$ cat src/rtl/dpm_scratchpad_pkg.sv
// dpm_scratchpad_pkg -- shared definitions for the DPM scratchpad.
//   WORD_W        data word width
//   SHARED_TEMPS  number of temps visible to both R and M sides (T0-7)
//   rsel_e        decoded R-side bank select
//   even_par()    even-parity bit over a data word (used when SPA_PARITY_EN)
package dpm_scratchpad_pkg;

    localparam int WORD_W       = 32;
    localparam int SHARED_TEMPS = 8;
    localparam int BANK_DEPTH   = 16;

    typedef enum logic [2:0] {
        RSEL_NONE  = 3'd0,
        RSEL_TMP   = 3'd1,
        RSEL_GPR   = 3'd2,
        RSEL_IPR   = 3'd3,
        RSEL_MULTI = 3'd4
    } rsel_e;

    // Parity bit that makes the total count of ones (data + bit) even.
    function automatic logic even_par(input logic [WORD_W-1:0] d);
        return ^d;
    endfunction

    // Active-low selects in; anything other than exactly one low is
    // NONE (all high) or MULTI (two or more low).
    function automatic rsel_e decode_rsel(input logic tmp_l, input logic gpr_l,
                                          input logic ipr_l);
        case ({tmp_l, gpr_l, ipr_l})
            3'b111:  return RSEL_NONE;
            3'b011:  return RSEL_TMP;
            3'b101:  return RSEL_GPR;
            3'b110:  return RSEL_IPR;
            default: return RSEL_MULTI;
        endcase
    endfunction

endpackage

$ cat src/rtl/dpm_sp_bank.sv
// dpm_sp_bank -- one scratchpad bank, DEPTH words, NUM_PORTS write and
// NUM_PORTS combinational read ports (all ports share one write-data bus).
// Contents are never reset. With SPA_PARITY_EN defined each word carries an
// extra even-parity bit and every read port reports a parity mismatch.
//   clk      write clock
//   wr_en    per-port write enable
//   wr_addr  per-port write address
//   wr_data  write data (common to all ports)
//   rd_addr  per-port read address
//   rd_data  per-port read data
//   rd_perr  per-port parity mismatch (SPA_PARITY_EN only)
module dpm_sp_bank
    import dpm_scratchpad_pkg::*;
#(
    parameter int DEPTH     = 16,
    parameter int NUM_PORTS = 1,
    parameter int AW        = $clog2(DEPTH)
) (
    input  logic                              clk,
    input  logic [NUM_PORTS-1:0]              wr_en,
    input  logic [NUM_PORTS-1:0][AW-1:0]      wr_addr,
    input  logic [WORD_W-1:0]                 wr_data,
    input  logic [NUM_PORTS-1:0][AW-1:0]      rd_addr,
    output logic [NUM_PORTS-1:0][WORD_W-1:0]  rd_data
`ifdef SPA_PARITY_EN
    ,
    output logic [NUM_PORTS-1:0]              rd_perr
`endif
);

`ifdef SPA_PARITY_EN
    localparam int STORE_W = WORD_W + 1;
`else
    localparam int STORE_W = WORD_W;
`endif

    logic [STORE_W-1:0] mem_q [DEPTH];
    logic [STORE_W-1:0] wr_word_d;

    always_comb begin
`ifdef SPA_PARITY_EN
        wr_word_d = {even_par(wr_data), wr_data};
`else
        wr_word_d = wr_data;
`endif
    end

    // Ports hitting the same word carry the same data, so overlap is a
    // single effective write.
    always_ff @(posedge clk) begin
        for (int k = 0; k < NUM_PORTS; k++) begin
            if (wr_en[k]) mem_q[wr_addr[k]] <= wr_word_d;
        end
    end

    always_comb begin
        for (int k = 0; k < NUM_PORTS; k++) begin
            rd_data[k] = mem_q[rd_addr[k]][WORD_W-1:0];
`ifdef SPA_PARITY_EN
            rd_perr[k] = even_par(mem_q[rd_addr[k]][WORD_W-1:0]) != mem_q[rd_addr[k]][WORD_W];
`endif
        end
    end

endmodule

$ cat src/rtl/dpm_scratchpad.sv
// dpm_scratchpad -- two-sided (R/M) microcode scratchpad.
// Banks: shared temps T0-7 (one 8-word bank, two ports), R-only temps 8-15,
// M-only temps 8-15, GPR 0-15, IPR 0-15. Read phase loads rbus_h/mbus_h on
// the edge; write phase writes wbus_h to every selected location.
// Optional feature macro: SPA_PARITY_EN (per-word even parity + par_err_h).
//   m_clk_l     clock (rising edge)
//   reset_l     async active-low reset of output/flag registers only
//   d_clk_en_h  cycle enable
//   phase_h     0 = read phase, 1 = write phase
//   rspa_h      R-side address;  rcs_tmp_l/rcs_gpr_l/rcs_ipr_l R selects
//   mspa_h      M-side address;  mcs_tmp_l M temp select
//   wbus_h      write data
//   err_clr_h   clears sticky error flags
//   rbus_h      registered R read data
//   mbus_h      registered M read data
//   cs_err_h    sticky: more than one R select low on an enabled cycle
//   par_err_h   sticky parity error (0 without SPA_PARITY_EN)
module dpm_scratchpad
    import dpm_scratchpad_pkg::*;
(
    input  logic              m_clk_l,
    input  logic              reset_l,
    input  logic              d_clk_en_h,
    input  logic              phase_h,
    input  logic [3:0]        rspa_h,
    input  logic [3:0]        mspa_h,
    input  logic              rcs_tmp_l,
    input  logic              rcs_gpr_l,
    input  logic              rcs_ipr_l,
    input  logic              mcs_tmp_l,
    input  logic [WORD_W-1:0] wbus_h,
    input  logic              err_clr_h,
    output logic [WORD_W-1:0] rbus_h,
    output logic [WORD_W-1:0] mbus_h,
    output logic              cs_err_h,
    output logic              par_err_h
);

    rsel_e rsel;
    logic  rd_ph, wr_ph, r_single, r_multi, r_wr, m_wr, r_hi, m_hi;

    assign rsel     = decode_rsel(rcs_tmp_l, rcs_gpr_l, rcs_ipr_l);
    assign rd_ph    = d_clk_en_h & ~phase_h;
    assign wr_ph    = d_clk_en_h &  phase_h;
    assign r_single = rsel inside {RSEL_TMP, RSEL_GPR, RSEL_IPR};
    assign r_multi  = (rsel == RSEL_MULTI);
    // A multi-select suppresses the R access; the M side is unaffected.
    assign r_wr     = wr_ph & r_single;
    assign m_wr     = wr_ph & ~mcs_tmp_l;
    // Temp addresses >= SHARED_TEMPS fall in the side-private banks.
    assign r_hi     = rspa_h >= 4'(SHARED_TEMPS);
    assign m_hi     = mspa_h >= 4'(SHARED_TEMPS);

    logic [1:0][WORD_W-1:0] shr_rd;
    logic [0:0][WORD_W-1:0] rtmp_rd, mtmp_rd, gpr_rd, ipr_rd;
`ifdef SPA_PARITY_EN
    logic [1:0] shr_perr;
    logic       rtmp_perr, mtmp_perr, gpr_perr, ipr_perr;
`endif

    // Port 0 = R side, port 1 = M side. Both may write distinct shared temps
    // in the same write phase, hence two write ports on this bank.
    dpm_sp_bank #(.DEPTH(SHARED_TEMPS), .NUM_PORTS(2)) u_shr (
        .clk     (m_clk_l),
        .wr_en   ({m_wr & ~m_hi, r_wr & (rsel == RSEL_TMP) & ~r_hi}),
        .wr_addr ({mspa_h[2:0], rspa_h[2:0]}),
        .wr_data (wbus_h),
        .rd_addr ({mspa_h[2:0], rspa_h[2:0]}),
        .rd_data (shr_rd)
`ifdef SPA_PARITY_EN
        , .rd_perr (shr_perr)
`endif
    );

    dpm_sp_bank #(.DEPTH(SHARED_TEMPS)) u_rtmp (
        .clk     (m_clk_l),
        .wr_en   (r_wr & (rsel == RSEL_TMP) & r_hi),
        .wr_addr (rspa_h[2:0]),
        .wr_data (wbus_h),
        .rd_addr (rspa_h[2:0]),
        .rd_data (rtmp_rd)
`ifdef SPA_PARITY_EN
        , .rd_perr (rtmp_perr)
`endif
    );

    dpm_sp_bank #(.DEPTH(SHARED_TEMPS)) u_mtmp (
        .clk     (m_clk_l),
        .wr_en   (m_wr & m_hi),
        .wr_addr (mspa_h[2:0]),
        .wr_data (wbus_h),
        .rd_addr (mspa_h[2:0]),
        .rd_data (mtmp_rd)
`ifdef SPA_PARITY_EN
        , .rd_perr (mtmp_perr)
`endif
    );

    dpm_sp_bank #(.DEPTH(BANK_DEPTH)) u_gpr (
        .clk     (m_clk_l),
        .wr_en   (r_wr & (rsel == RSEL_GPR)),
        .wr_addr (rspa_h),
        .wr_data (wbus_h),
        .rd_addr (rspa_h),
        .rd_data (gpr_rd)
`ifdef SPA_PARITY_EN
        , .rd_perr (gpr_perr)
`endif
    );

    dpm_sp_bank #(.DEPTH(BANK_DEPTH)) u_ipr (
        .clk     (m_clk_l),
        .wr_en   (r_wr & (rsel == RSEL_IPR)),
        .wr_addr (rspa_h),
        .wr_data (wbus_h),
        .rd_addr (rspa_h),
        .rd_data (ipr_rd)
`ifdef SPA_PARITY_EN
        , .rd_perr (ipr_perr)
`endif
    );

    logic [WORD_W-1:0] r_word, m_word;
    logic [WORD_W-1:0] rbus_d, rbus_q, mbus_d, mbus_q;
    logic              cs_err_d, cs_err_q;

    always_comb begin
        r_word = '0;
        case (rsel)
            RSEL_TMP: r_word = r_hi ? rtmp_rd[0] : shr_rd[0];
            RSEL_GPR: r_word = gpr_rd[0];
            RSEL_IPR: r_word = ipr_rd[0];
            default:  r_word = '0;
        endcase
        m_word = m_hi ? mtmp_rd[0] : shr_rd[1];

        rbus_d = rbus_q;
        if (rd_ph && r_single) rbus_d = r_word;
        mbus_d = mbus_q;
        if (rd_ph && !mcs_tmp_l) mbus_d = m_word;
        // A new error on the same edge as a clear wins.
        cs_err_d = (d_clk_en_h & r_multi) | (cs_err_q & ~err_clr_h);
    end

    always_ff @(posedge m_clk_l or negedge reset_l) begin
        if (!reset_l) begin
            rbus_q   <= '0;
            mbus_q   <= '0;
            cs_err_q <= 1'b0;
        end else begin
            rbus_q   <= rbus_d;
            mbus_q   <= mbus_d;
            cs_err_q <= cs_err_d;
        end
    end

    assign rbus_h   = rbus_q;
    assign mbus_h   = mbus_q;
    assign cs_err_h = cs_err_q;

`ifdef SPA_PARITY_EN
    logic r_perr, par_err_d, par_err_q;

    always_comb begin
        r_perr = 1'b0;
        case (rsel)
            RSEL_TMP: r_perr = r_hi ? rtmp_perr : shr_perr[0];
            RSEL_GPR: r_perr = gpr_perr;
            RSEL_IPR: r_perr = ipr_perr;
            default:  r_perr = 1'b0;
        endcase
        par_err_d = (rd_ph & ((r_single & r_perr) |
                              (~mcs_tmp_l & (m_hi ? mtmp_perr : shr_perr[1]))))
                  | (par_err_q & ~err_clr_h);
    end

    always_ff @(posedge m_clk_l or negedge reset_l) begin
        if (!reset_l) par_err_q <= 1'b0;
        else          par_err_q <= par_err_d;
    end

    assign par_err_h = par_err_q;
`else
    assign par_err_h = 1'b0;
`endif

endmodule

$ cat config.mk
export PLATFORM = sky130hd
export DESIGN_NAME = dpm_scratchpad
export DESIGN_NICKNAME = d
export VERILOG_FILES = /design/src/rtl/dpm_scratchpad_pkg.sv /design/src/rtl/dpm_sp_bank.sv /design/src/rtl/dpm_scratchpad.sv
export SDC_FILE = /design/constraint.sdc
export NUM_CORES = 2
export LEC_CHECK = 0
export CELL_PAD_IN_SITES_DETAIL_PLACEMENT = 2
export CELL_PAD_IN_SITES_GLOBAL_PLACEMENT = 2
export CORE_ASPECT_RATIO = 0.8
export CORE_MARGIN = 2
export CORE_UTILIZATION = 49
export DETAILED_ROUTE_END_ITERATION = 7
export GPL_TIMING_DRIVEN = 0
export PLACE_DENSITY_LB_ADDON = 0.1
export SLEW_MARGIN = 20
export SYNTH_ARGS = -nofsm -noshare
export SYNTH_HDL_FRONTEND = slang
export SYNTH_SLANG_ARGS = --single-unit
$ cat constraint.sdc
create_clock -name m_clk_l -period 2.2 [get_ports m_clk_l]
set_input_delay 0.22 -clock m_clk_l [delete_from_list [all_inputs] [get_ports m_clk_l]]
set_output_delay 0.22 -clock m_clk_l [all_outputs]
set_load 0.02 [all_outputs]
==> summary.txt <==
Final setup viols: 399
Row Count: 126
TritonRoute pass-1 iters: 6
Worst Path Class, Setup: in -> reg
Worst Min Path Start: mspa_h[3]
Most frequent cells after synthesis: edfxtp_1 (1,792), mux4_2 (327), mux2i_1 (170)
R2r setup slk: -0.15 ns
Setup crit start: rspa_h[1]
# IOs: 115
Total track usage: 0.4529
Failing checks: setup timing
Routed WL: 356,800 µm
Worst setup margin: -0.4525 ns
Post-Route Skew: 0.07323 ns
Avg Inst Size Synth: 20.04 µm²
Sw Pwr: 21.12 mW
Top_reg_cell synth: edfxtp_1
Clk sink count: 1,857
Internal: 58.27 mW
Tcrit/Tclk final: 1.206
Leakage: 28.78 nW
Initial antenna violation count: 27
Clock Power Share: 0.422
Hold Crit Class: in -> reg
Worst-margin pin slew: 1.455 ns
Via Count: 50,250
Slew margin rel.: 0.03012
WP data required: 3.02 ns
Clock Root Buffer: clkbuf_16
Power Dens Cells: 906.6 mW/mm²
Register area share after synthesis: 0.7659
Synth warn: 0
Final hold viol count: 0
CP arrival: 3.47 ns
Post-synthesis cell count: 3,612
Die area: 0.1508 mm²
Share of cells above drive strength 1: 0.2909
Synthesized area: 0.07238 mm²
Port buffer count: 104
Post-route design area: 0.08756 mm²
Core Footprint: 0.1471 mm²
Yosys reg bits: 1,857
Area grow syn2layout: 20.96%
Crit Reg-Reg Endpoint: rbus_h[21]$_DFFE_PN0P_
Syn Nets: 3,661
RSZ-0062 raised after global routing: true
# nets final: 4,262
Number of H-tree levels: 4
Critical path peak fanout: 10
Max-cap violations: 0
Hold Path Depth: 4
Maximum vdd drop: 0.9601 mV
Number of flops mapped to enable cells by yosys: 1,792
Yosys cell types: 62
First-pass GRT wire length: 453,800 µm
Die H: 347.8 µm
Worst setup endpoint: rbus_h[12]$_DFFE_PN0P_
1st-iter DRT viols: 10,270
Reg clk slew, reported paths: 0.08 ns
Wire per inst: 56.09 µm
R2R depth: 5
Post-route DRC violation count: 0
DP Area: 0.07994 mm²
Tmin final: 2.652 ns
Worst r2r src: u_ipr.mem_q[8][21]$_DFFE_PP_
Vias in the first global route: 49,310
Area contributors post-synth: edfxtp_1 (74%), mux4_2 (10%), mux2i_1 (2.4%), dfrtp_1 (2.2%), a22oi_1 (1.6%)
GPL Wtd Cong: 0.9021
Hold slack: 0.07205 ns
GRT Residual Overflow: 0
Largest net degree at the start of global routing: 53
Status: finished, violations left
Initial Util: 0.4921
Slew Viols, Final: 0
Largest area contributor in the netlist: edfxtp_1
Count leader, synth: edfxtp_1
Max Clk Rate: 0.3770 GHz
CTS tree: done
Crit end category: flop
Logic pwr share: 0.081
Post-synth ARST share: 0.03500
Post-route ant nets: 0
Clk buf depth: 3
Skew-Pair Late Insertion Delay: 0.91 ns
DPL Wire Length: 203,600 µm
Synth top area share: 0.7434
Worst setup SP type: input pin
Sw Share: 0.2660
Total CTS buffers: 182
Seq pwr share: 0.497
Vias per cell: 7.899
Die X: 433.7 µm
==> how the worst min path moves through the flow <==
stage / end / slack [ns]
4_1_cts: mbus_h[4]$_DFFE_PN0P_ / 0.02
6_report: mbus_h[28]$_DFFE_PN0P_ / 0.07
2_1_floorplan: cs_err_h$_DFF_PN0_ / -0.08
3_5_place_dp: mbus_h[5]$_DFFE_PN0P_ / 0.18
3_3_place_gp: mbus_h[25]$_DFFE_PN0P_ / 0.46
5_1_grt: mbus_h[25]$_DFFE_PN0P_ / 0.07
==> critical path, cell delays in order <==
cell,delay (ns)
dlygate4sd2_1,0.42
buf_6,0.27
buf_4,0.33
buf_4,0.41
mux2i_1,0.19
a21oi_1,0.23
o21ai_0,0.26
nor3_2,0.88
o32a_1,0.25
==> registers in the layout, indices dropped and copies added, names as in the netlist <==
register	flops
u_mtmp.mem_q	256
cs_err_h	1
mbus_h	32
rbus_h	32
u_shr.mem_q	256
u_ipr.mem_q	512
u_gpr.mem_q	512
u_rtmp.mem_q	256
==> layout by cell type (no fill, tap or decap), drive strengths merged, types with 33 or more instances in the layout <==
cell type,count
a21oi,88
a22o,33
a22oi,157
buf,451
clkbuf,340
clkdlybuf4s50,58
clkinv,78
dfrtp,65
dlygate4sd3,37
edfxtp,1792
mux2,52
mux2i,170
mux4,327
nand2,90
nand3,42
nor2,78
nor3,55
o211ai,45
o21ai,50
o22ai,66
==> final cells by class <==
class | count | area [µm²]
timing repair buffer | 420 | 5270
clock inverter | 89 | 626.9
antenna | 15 | 37.54
tap | 1984 | 2482
sequential | 1857 | 55440
inverter | 10 | 52.55
buffer | 236 | 1872
multi-input combinational | 1506 | 16730
clock buffer | 244 | 5046
fill | 11710 | 59530
==> metal layers <==
metal	global-route usage	up-vias	part of all wire
li1	-	16460	-
met1	0.5812	26140	0.33
met2	0.6736	5962	0.44
met3	0.1518	1664	0.15
met4	0.2689	20	0.079
met5	0	-	0.00042
==> power by group through the flow <==
stage               clock (mW)  sequential (mW)  combinational [mW]
floorplan                    0             40.4                2.26
global placement             0             40.2                5.12
detailed placement           0             40.2                5.59
CTS                       31.8             39.4                5.86
global route              34.0             39.5                6.35
finish                    33.5             39.5                6.42
==> per-stage QoR <==
stage / cells / total power [mW] / TNS (ns) / setup WS, ns / util
after floorplan: 3612 / 42.61 / -215.12 / -0.2175 / -
after detailed placement: 5879 / 45.78 / -2425.69 / -1.861 / 0.5435
after global placement: 5700 / 45.34 / -4688.72 / -3.053 / 0.5236
after global routing: 6349 / 79.82 / -2.704 / -0.2523 / 0.5951
final: 6361 / 79.38 / -25.91 / -0.4525 / 0.5953
after CTS: 6322 / 77.09 / -0.02673 / -0.02478 / 0.5920
==> cells by family after synthesis <==
logic type / Yosys count / synth area share
xor gates and xnor gates: 1 / 0.0001210
AOI/OAI and AO/OA: 616 / 0.06095
muxes: 549 / 0.1333
other: 1 / 0.00005181
and+or+nand+nor: 339 / 0.02271
buffers and inverters: 249 / 0.01691
DFF: 1857 / 0.7659
==> what timing repair did <==
action                     in CTS  in global routing
resized for setup             151                 66
pin swaps                      37                 11
hold endpoints to repair     1319                  0
hold buffers                   38                  0
setup endpoints to repair    1801                439
buffers inserted               74                 25
(Power assumes the default switching activity.)
